==> config.mk <==
export PLATFORM = sky130hd
export DESIGN_NAME = ncl_quad_adder_host_flat
export DESIGN_NICKNAME = d
export VERILOG_FILES = /design/src/rtl/ncl_qhost_pkg.sv /design/src/rtl/ncl_quad_adder_host_if.sv /design/src/rtl/ncl_sync.sv /design/src/rtl/ncl_quad_adder_host.sv /design/src/flat_wrapper.sv
export SDC_FILE = /design/constraint.sdc
export NUM_CORES = 1
export LEC_CHECK = 0
export ABC_AREA = 1
export ABC_CLOCK_PERIOD_IN_PS = 3000
export BUFFER_PORTS_ARGS = -buffer_cell sky130_fd_sc_hd__buf_2
export CORE_ASPECT_RATIO = 0.7
export CORE_MARGIN = 5
export CORE_UTILIZATION = 40
export DETAILED_ROUTE_END_ITERATION = 7
export PLACE_DENSITY_LB_ADDON = 0.05
export RECOVER_POWER = 50
export SYNTH_ARGS = -nofsm -noshare
export SYNTH_HDL_FRONTEND = slang
export SYNTH_SLANG_ARGS = --single-unit
==> constraint.sdc <==
create_clock -name clk -period 3 [get_ports clk]
set_input_delay 0.6 -clock clk [delete_from_list [all_inputs] [get_ports clk]]
set_output_delay 0.6 -clock clk [all_outputs]
set_load 0.03 [all_outputs]
==> src/rtl/ncl_qhost_pkg.sv <==
// Shared types and rail encode/decode helpers for the quaternary NCL adder host.
package ncl_qhost_pkg;

  localparam int Q_WIDTH  = 4;
  localparam int DR_WIDTH = 2;

  typedef enum logic [1:0] {TX_IDLE, TX_DATA, TX_RTZ} tx_state_t;
  typedef enum logic       {RX_WAIT, RX_ACK}          rx_state_t;

  function automatic logic [Q_WIDTH-1:0] onehot4(input logic [1:0] v);
    return 4'b0001 << v;
  endfunction

  // Lowest set rail wins, so a malformed wavefront still decodes deterministically.
  function automatic logic [1:0] decode4(input logic [Q_WIDTH-1:0] q);
    if (q[0])      return 2'd0;
    else if (q[1]) return 2'd1;
    else if (q[2]) return 2'd2;
    else           return 2'd3;
  endfunction

  function automatic logic [DR_WIDTH-1:0] dr_encode(input logic b);
    return b ? 2'b10 : 2'b01;
  endfunction

  function automatic logic dr_decode(input logic [DR_WIDTH-1:0] r);
    return r[1];
  endfunction

  function automatic logic q_exactly_one(input logic [Q_WIDTH-1:0] q);
    return (q != '0) && ((q & (q - 4'd1)) == '0);
  endfunction

  function automatic logic q_multi(input logic [Q_WIDTH-1:0] q);
    return (q & (q - 4'd1)) != '0;
  endfunction

endpackage

==> src/rtl/ncl_quad_adder_host_if.sv <==
// Synchronous-side operand/result handshakes of the NCL adder host.
interface ncl_quad_adder_host_if;
  logic       in_valid;
  logic       in_ready;
  logic [1:0] in_a;
  logic [1:0] in_b;
  logic       in_cin;
  logic       out_valid;
  logic       out_ready;
  logic [1:0] out_sum;
  logic       out_cout;

  modport master (output in_valid, in_a, in_b, in_cin, out_ready,
                  input  in_ready, out_valid, out_sum, out_cout);
  modport slave  (input  in_valid, in_a, in_b, in_cin, out_ready,
                  output in_ready, out_valid, out_sum, out_cout);
endinterface

==> src/rtl/ncl_sync.sv <==
// Single-bit flop-chain synchroniser, asynchronously cleared by init_n.
module ncl_sync #(
  parameter int STAGES = 2
) (
  input  logic clk,
  input  logic init_n,
  input  logic d,
  output logic q
);

  logic [STAGES-1:0] chain;

  always_ff @(posedge clk or negedge init_n) begin
    if (!init_n) chain <= '0;
    else         chain <= {chain[STAGES-2:0], d};
  end

  assign q = chain[STAGES-1];

endmodule

==> src/rtl/ncl_quad_adder_host.sv <==
// Clocked four-phase producer/consumer around one quaternary NCL full-adder digit.
// Optional rail checking enabled by defining NCL_QHOST_RAILCHK_EN.
module ncl_quad_adder_host
  import ncl_qhost_pkg::*;
#(
  parameter int SYNC_STAGES = 2,
  parameter int TMO_CYCLES  = 1024
) (
  input  logic                clk,
  input  logic                init_n,
  ncl_quad_adder_host_if.slave hif,
  output logic [Q_WIDTH-1:0]  AQ,
  output logic [Q_WIDTH-1:0]  BQ,
  output logic [DR_WIDTH-1:0] carryin,
  input  logic                ABCOMP,
  input  logic                sumcarryCOMP,
  input  logic [Q_WIDTH-1:0]  sumQ,
  input  logic [DR_WIDTH-1:0] carryout,
  output logic                sumCOMP,
  output logic                carryCOMP,
  output logic                err_timeout,
  output logic                err_rail
);

  localparam int NSYNC = 2 + Q_WIDTH + DR_WIDTH;
  localparam int CW    = $clog2(TMO_CYCLES + 1);

  logic [NSYNC-1:0]    async_in, sync_q;
  logic                abcomp_s, sccomp_s;
  logic [Q_WIDTH-1:0]  sumq_s;
  logic [DR_WIDTH-1:0] cout_s;

  assign async_in = {carryout, sumQ, sumcarryCOMP, ABCOMP};

  for (genvar i = 0; i < NSYNC; i++) begin : g_sync
    ncl_sync #(.STAGES(SYNC_STAGES)) u_sync (
      .clk    (clk),
      .init_n (init_n),
      .d      (async_in[i]),
      .q      (sync_q[i])
    );
  end

  assign abcomp_s = sync_q[0];
  assign sccomp_s = sync_q[1];
  assign sumq_s   = sync_q[2 +: Q_WIDTH];
  assign cout_s   = sync_q[2+Q_WIDTH +: DR_WIDTH];

  tx_state_t tx_state, tx_next;
  rx_state_t rx_state, rx_next;
  logic      run, in_ready, accept;
  logic      sum_ok, c_ok, rx_load;
  logic      out_valid, out_cout;
  logic [1:0] out_sum;
  logic [CW-1:0] tmo_cnt;
  logic      idle_both, st_change;

  // run keeps in_ready low during reset and for the release edge itself
  always_ff @(posedge clk or negedge init_n) begin
    if (!init_n) run <= 1'b0;
    else         run <= 1'b1;
  end

  assign in_ready = run && (tx_state == TX_IDLE) && !abcomp_s && !sccomp_s;
  assign accept   = hif.in_valid && in_ready;

  always_comb begin
    tx_next = tx_state;
    case (tx_state)
      TX_IDLE: if (accept)                  tx_next = TX_DATA;
      TX_DATA: if (abcomp_s && sccomp_s)    tx_next = TX_RTZ;
      TX_RTZ:  if (!abcomp_s && !sccomp_s)  tx_next = TX_IDLE;
      default:                              tx_next = TX_IDLE;
    endcase
  end

`ifdef NCL_QHOST_RAILCHK_EN
  logic rail_bad;
  assign sum_ok   = q_exactly_one(sumq_s);
  assign c_ok     = ^cout_s;
  assign rail_bad = q_multi(sumq_s) || (&cout_s);

  always_ff @(posedge clk or negedge init_n) begin
    if (!init_n)       err_rail <= 1'b0;
    else if (rail_bad) err_rail <= 1'b1;
  end
`else
  assign sum_ok   = |sumq_s;
  assign c_ok     = |cout_s;
  assign err_rail = 1'b0;
`endif

  assign rx_load = (rx_state == RX_WAIT) && sum_ok && c_ok && (!out_valid || hif.out_ready);

  always_comb begin
    rx_next = rx_state;
    case (rx_state)
      RX_WAIT: if (rx_load)                          rx_next = RX_ACK;
      RX_ACK:  if ((sumq_s == '0) && (cout_s == '0)) rx_next = RX_WAIT;
      default:                                       rx_next = RX_WAIT;
    endcase
  end

  // ---- state, NCL-side rail and acknowledge flops ----
  always_ff @(posedge clk or negedge init_n) begin
    if (!init_n) begin
      tx_state  <= TX_IDLE;
      rx_state  <= RX_WAIT;
      AQ        <= '0;
      BQ        <= '0;
      carryin   <= '0;
      sumCOMP   <= 1'b0;
      carryCOMP <= 1'b0;
    end else begin
      tx_state  <= tx_next;
      rx_state  <= rx_next;
      sumCOMP   <= (rx_next == RX_ACK);
      carryCOMP <= (rx_next == RX_ACK);
      if (accept) begin
        AQ      <= onehot4(hif.in_a);
        BQ      <= onehot4(hif.in_b);
        carryin <= dr_encode(hif.in_cin);
      end else if (tx_next != TX_DATA) begin
        AQ      <= '0;
        BQ      <= '0;
        carryin <= '0;
      end
    end
  end

  // ---- decoded result register ----
  always_ff @(posedge clk or negedge init_n) begin
    if (!init_n) begin
      out_valid <= 1'b0;
      out_sum   <= '0;
      out_cout  <= 1'b0;
    end else if (rx_load) begin
      out_valid <= 1'b1;
      out_sum   <= decode4(sumq_s);
      out_cout  <= dr_decode(cout_s);
    end else if (out_valid && hif.out_ready) begin
      out_valid <= 1'b0;
    end
  end

  assign hif.in_ready  = in_ready;
  assign hif.out_valid = out_valid;
  assign hif.out_sum   = out_sum;
  assign hif.out_cout  = out_cout;

  assign idle_both = (tx_state == TX_IDLE) && (rx_state == RX_WAIT);
  assign st_change = (tx_next != tx_state) || (rx_next != rx_state);

  // ---- progress watchdog ----
  always_ff @(posedge clk or negedge init_n) begin
    if (!init_n) begin
      tmo_cnt     <= '0;
      err_timeout <= 1'b0;
    end else if (st_change || idle_both) begin
      tmo_cnt     <= '0;
    end else if (tmo_cnt != CW'(TMO_CYCLES)) begin
      tmo_cnt     <= tmo_cnt + CW'(1);
      if (tmo_cnt == CW'(TMO_CYCLES - 1)) err_timeout <= 1'b1;
    end
  end

endmodule

==> src/flat_wrapper.sv <==
// flat-port wrapper written by rule: the top's interface ports become plain ports
module ncl_quad_adder_host_flat import ncl_qhost_pkg::*;
#(
  parameter int SYNC_STAGES = 2,
  parameter int TMO_CYCLES  = 1024
)
  (clk, init_n, AQ, BQ, carryin, ABCOMP, sumcarryCOMP, sumQ, carryout, sumCOMP, carryCOMP, err_timeout, err_rail, hif_in_valid, hif_in_a, hif_in_b, hif_in_cin, hif_out_ready, hif_in_ready, hif_out_valid, hif_out_sum, hif_out_cout);
  ncl_quad_adder_host_if hif_i ();
  input  logic clk;
  input  logic init_n;
  output logic [Q_WIDTH-1:0] AQ;
  output logic [Q_WIDTH-1:0] BQ;
  output logic [DR_WIDTH-1:0] carryin;
  input  logic ABCOMP;
  input  logic sumcarryCOMP;
  input  logic [Q_WIDTH-1:0] sumQ;
  input  logic [DR_WIDTH-1:0] carryout;
  output logic sumCOMP;
  output logic carryCOMP;
  output logic err_timeout;
  output logic err_rail;
  input wire logic [$bits(hif_i.in_valid)-1:0] hif_in_valid;
  input wire logic [$bits(hif_i.in_a)-1:0] hif_in_a;
  input wire logic [$bits(hif_i.in_b)-1:0] hif_in_b;
  input wire logic [$bits(hif_i.in_cin)-1:0] hif_in_cin;
  input wire logic [$bits(hif_i.out_ready)-1:0] hif_out_ready;
  output wire logic [$bits(hif_i.in_ready)-1:0] hif_in_ready;
  output wire logic [$bits(hif_i.out_valid)-1:0] hif_out_valid;
  output wire logic [$bits(hif_i.out_sum)-1:0] hif_out_sum;
  output wire logic [$bits(hif_i.out_cout)-1:0] hif_out_cout;
  assign hif_i.in_valid = hif_in_valid;
  assign hif_i.in_a = hif_in_a;
  assign hif_i.in_b = hif_in_b;
  assign hif_i.in_cin = hif_in_cin;
  assign hif_i.out_ready = hif_out_ready;
  assign hif_in_ready = hif_i.in_ready;
  assign hif_out_valid = hif_i.out_valid;
  assign hif_out_sum = hif_i.out_sum;
  assign hif_out_cout = hif_i.out_cout;
  ncl_quad_adder_host #(.SYNC_STAGES(SYNC_STAGES), .TMO_CYCLES(TMO_CYCLES)) u_core (.clk(clk), .init_n(init_n), .hif(hif_i), .AQ(AQ), .BQ(BQ), .carryin(carryin), .ABCOMP(ABCOMP), .sumcarryCOMP(sumcarryCOMP), .sumQ(sumQ), .carryout(carryout), .sumCOMP(sumCOMP), .carryCOMP(carryCOMP), .err_timeout(err_timeout), .err_rail(err_rail));
endmodule
==> results.txt <==
Vias in the first global route = 1353
Chip width = 94.37 µm
Setup bufs post-CTS = 0
Clock Latency Late Sink = 300 ps
Top post-synthesis cells by area = dfrtp_1 (58%), nand2_1 (7.7%), inv_1 (3.6%)
I/O pin total = 36
N_diodes = 0
Register area share after synthesis = 57.75%
Max Cap Viol = 0
Yosys warnings = 0
Worst Tran Pin Value = 1394 ps
Post-cts gate resize count = 0
Hold slack = 353.3 ps
Die height = 69.06 µm
CTS tree = built
Nets = 260
CTS buffer count = 5
Post-synth EDFFs = 0
Slew Viols, Final = 0
Initial antenna violation count = 0
Status = finished, final reports clean
Clk sinks = 46
Vias per cell = 4.479
GRT overflow = 0
Drt drc = 0
Crit start category = flip-flop
Overall Global Routing Usage = 12.48%
Buffers and inverters on the worst path = 1
Full die area = 6517 µm²
Cts hold-fix bufs = 0
PD cells = 636.7 nW/µm²
Slowest CP cell = dfrtp_1
Min-delay worst type = reg -> reg
First-pass GRT wire length = 6389 µm
Most used DFF post-synth = dfrtp_1
CTS root buffer = clkbuf_8
Most used cell, CP = nor2_2
Pin count of the biggest net entering global routing = 28
Max stage delay on crit path = 390 ps
Clock Skew = 7.107 ps
Critical Path AT = 1270 ps
Highest net fanout along the worst path = 3
Synthesized instance count = 203
Antenna Violating Nets Remaining = 0
Area grow syn2layout = 15.69%
Max Buffers Root-to-Sink = 2
Slew HR = 7.096%
Area share of the largest cell type after synthesis = 57.75%
Share of cells above drive strength 1 = 29.75%
Crit path max-delay family = flip-flops
Critical-path cell list = nor2_2, nand2_1, nor2_2, buf_2
Critical Path RT = 2400 ps
LEAKAGE = 1.138 nW
Final worst path period need = 1867 ps
Setup TNS Final = 0 ps
Top cells by count, synth = dfrtp_1 (46), nand2_1 (41), inv_1 (19), nand3_1 (13), nor2_1 (11)
Most numerous cell in the Yosys netlist = dfrtp_1
DRT iter0 DRCs = 49
Final Hold Vio Count = 0
Seq cells post-synth = 46
Syn Area/Cell = 9.819 µm²
Placer Congestion = 0.7466
Tcrit/Tclk final = 62.24%
Worst VDD drop = 0.0002652 V
Unrepaired setup endpoints after global routing = no
Routed WL = 3617 µm
H-tree depth = 2
Async SR Flop Fraction = 100.0%
Yosys top cell by area = dfrtp_1
Vias = 1393
Non-Filler Instances = 311
DP Cell Count = 303
Crit end category = output port
Clk slew on worst S/H paths = 90 ps
Initial Util = 41.45%
Final count of negative-setup-slack endpoints = 0
Core area = 4808 µm²
Critical setup path kind = reg -> out
WL/cell = 11.63 µm
IO buf count = 34
# rows = 21
Dpl hpwl = 2690 µm
Net Count, Synth = 222
Mapped Area = 1993 µm²
Netlist cell types = 30
Pre-antenna DRT Iters = 4
Fmax = 535.6 MHz
## flip-flops by register name (all words and copies together) (netlist names)
signal                      flops
u_core.hif.out_valid            1
u_core.hif.out_cout             1
u_core.err_timeout              1
u_core.hif.out_sum              2
u_core.run                      1
u_core.tx_state                 2
u_core.AQ                       4
u_core.BQ                       4
u_core.sumCOMP                  1
u_core.tmo_cnt                 11
u_core.carryin                  2
u_core.g_sync.u_sync.chain     16
## final cells by class
cell class | count | area (µm²)
clock inverter | 3 | 21.27
multi-input combinational | 128 | 710.7
sequential | 46 | 1151
inverter | 25 | 93.84
timing repair buffer | 35 | 173.9
clock buffer | 5 | 68.82
fill | 495 | 2502
tap | 69 | 86.33
## path summary, 6_finish.rpt
check	slack, ps	startpoint	to	cells past startpoint
max	1130	u_core.g_sync[0].u_sync.chain[1]	hif_in_ready	4
min	350	u_core.g_sync[6].u_sync.chain[0]	u_core.g_sync[6].u_sync.chain[1]	0
max reg2reg	1390	u_core.g_sync[1].u_sync.chain[1]	u_core.tmo_cnt[5]	7
min reg2reg	350	u_core.g_sync[6].u_sync.chain[0]	u_core.g_sync[6].u_sync.chain[1]	0
max in group asynchronous	1190	init_n	u_core.tmo_cnt[9]	2
min in group asynchronous	610	init_n	u_core.AQ[2]	1
## through the flow
| step | setup WS, ps | utilization (%) | area, µm² | total power, mW |
|---|---|---|---|---|
| 5_1_grt | 749.6 | 47.96 | 2306 | 1.566 |
| 4_1_cts | 1103 | 48.35 | 2325 | 1.499 |
| 2_1_floorplan | 1479 | - | 1993 | 1.019 |
| 3_3_place_gp | 1439 | 46.47 | 2235 | 1.118 |
| 6_report | 1133 | 47.96 | 2306 | 1.468 |
| 3_5_place_dp | 1411 | 46.47 | 2235 | 1.119 |
## cells in the final DEF (no fill, tap or decap), drive strengths merged
cell type | synthesis | final
or2 | 3 | 3
a21oi | 2 | 2
clkinv | 0 | 2
ha | 2 | 2
o22ai | 1 | 1
nor3 | 10 | 10
nor4 | 1 | 1
nand4 | 8 | 8
nand2 | 45 | 45
conb | 2 | 2
nor2 | 23 | 23
nand3 | 16 | 16
o21ai | 11 | 11
buf | 2 | 33
clkinvlp | 0 | 1
o31ai | 1 | 1
xor2 | 2 | 2
inv | 25 | 25
dfrtp | 46 | 46
nor3b | 1 | 1
clkbuf | 2 | 7
## where the power goes
group	total, mW	switching [mW]	internal [mW]
logic	0.359	0.252	0.107
clock network	0.374	0.211	0.164
registers	0.735	0.0505	0.684
total	1.47	0.513	0.955
## kinds of logic after synthesis
logic type | Yosys count | synth area share (%)
AND/OR/NAND/NOR | 107 | 29.94
flip-flops | 46 | 57.75
XOR/XNOR | 2 | 0.8790
buffers and inverters | 29 | 5.838
adder cells (fa/ha/maj) | 2 | 1.255
AO/OA/AOI/OAI | 15 | 3.955
other | 2 | 0.3768
## layer usage
layer | global-route usage, % | vias to the layer above | routed length (µm)
li1 | - | 722 | -
met1 | 18.61 | 641 | 2000
met2 | 16.90 | 23 | 1425
met3 | 3.587 | 7 | 141
met4 | 4.808 | 0 | 50
met5 | 0 | - | 0
## worst reg2reg max path, delay by kind of cell (launching register included)
family / cells / cell delay (ps)
DFF: 1 / 390
and+or+nand+nor: 7 / 1140
Power figures use the tool's default switching activity.
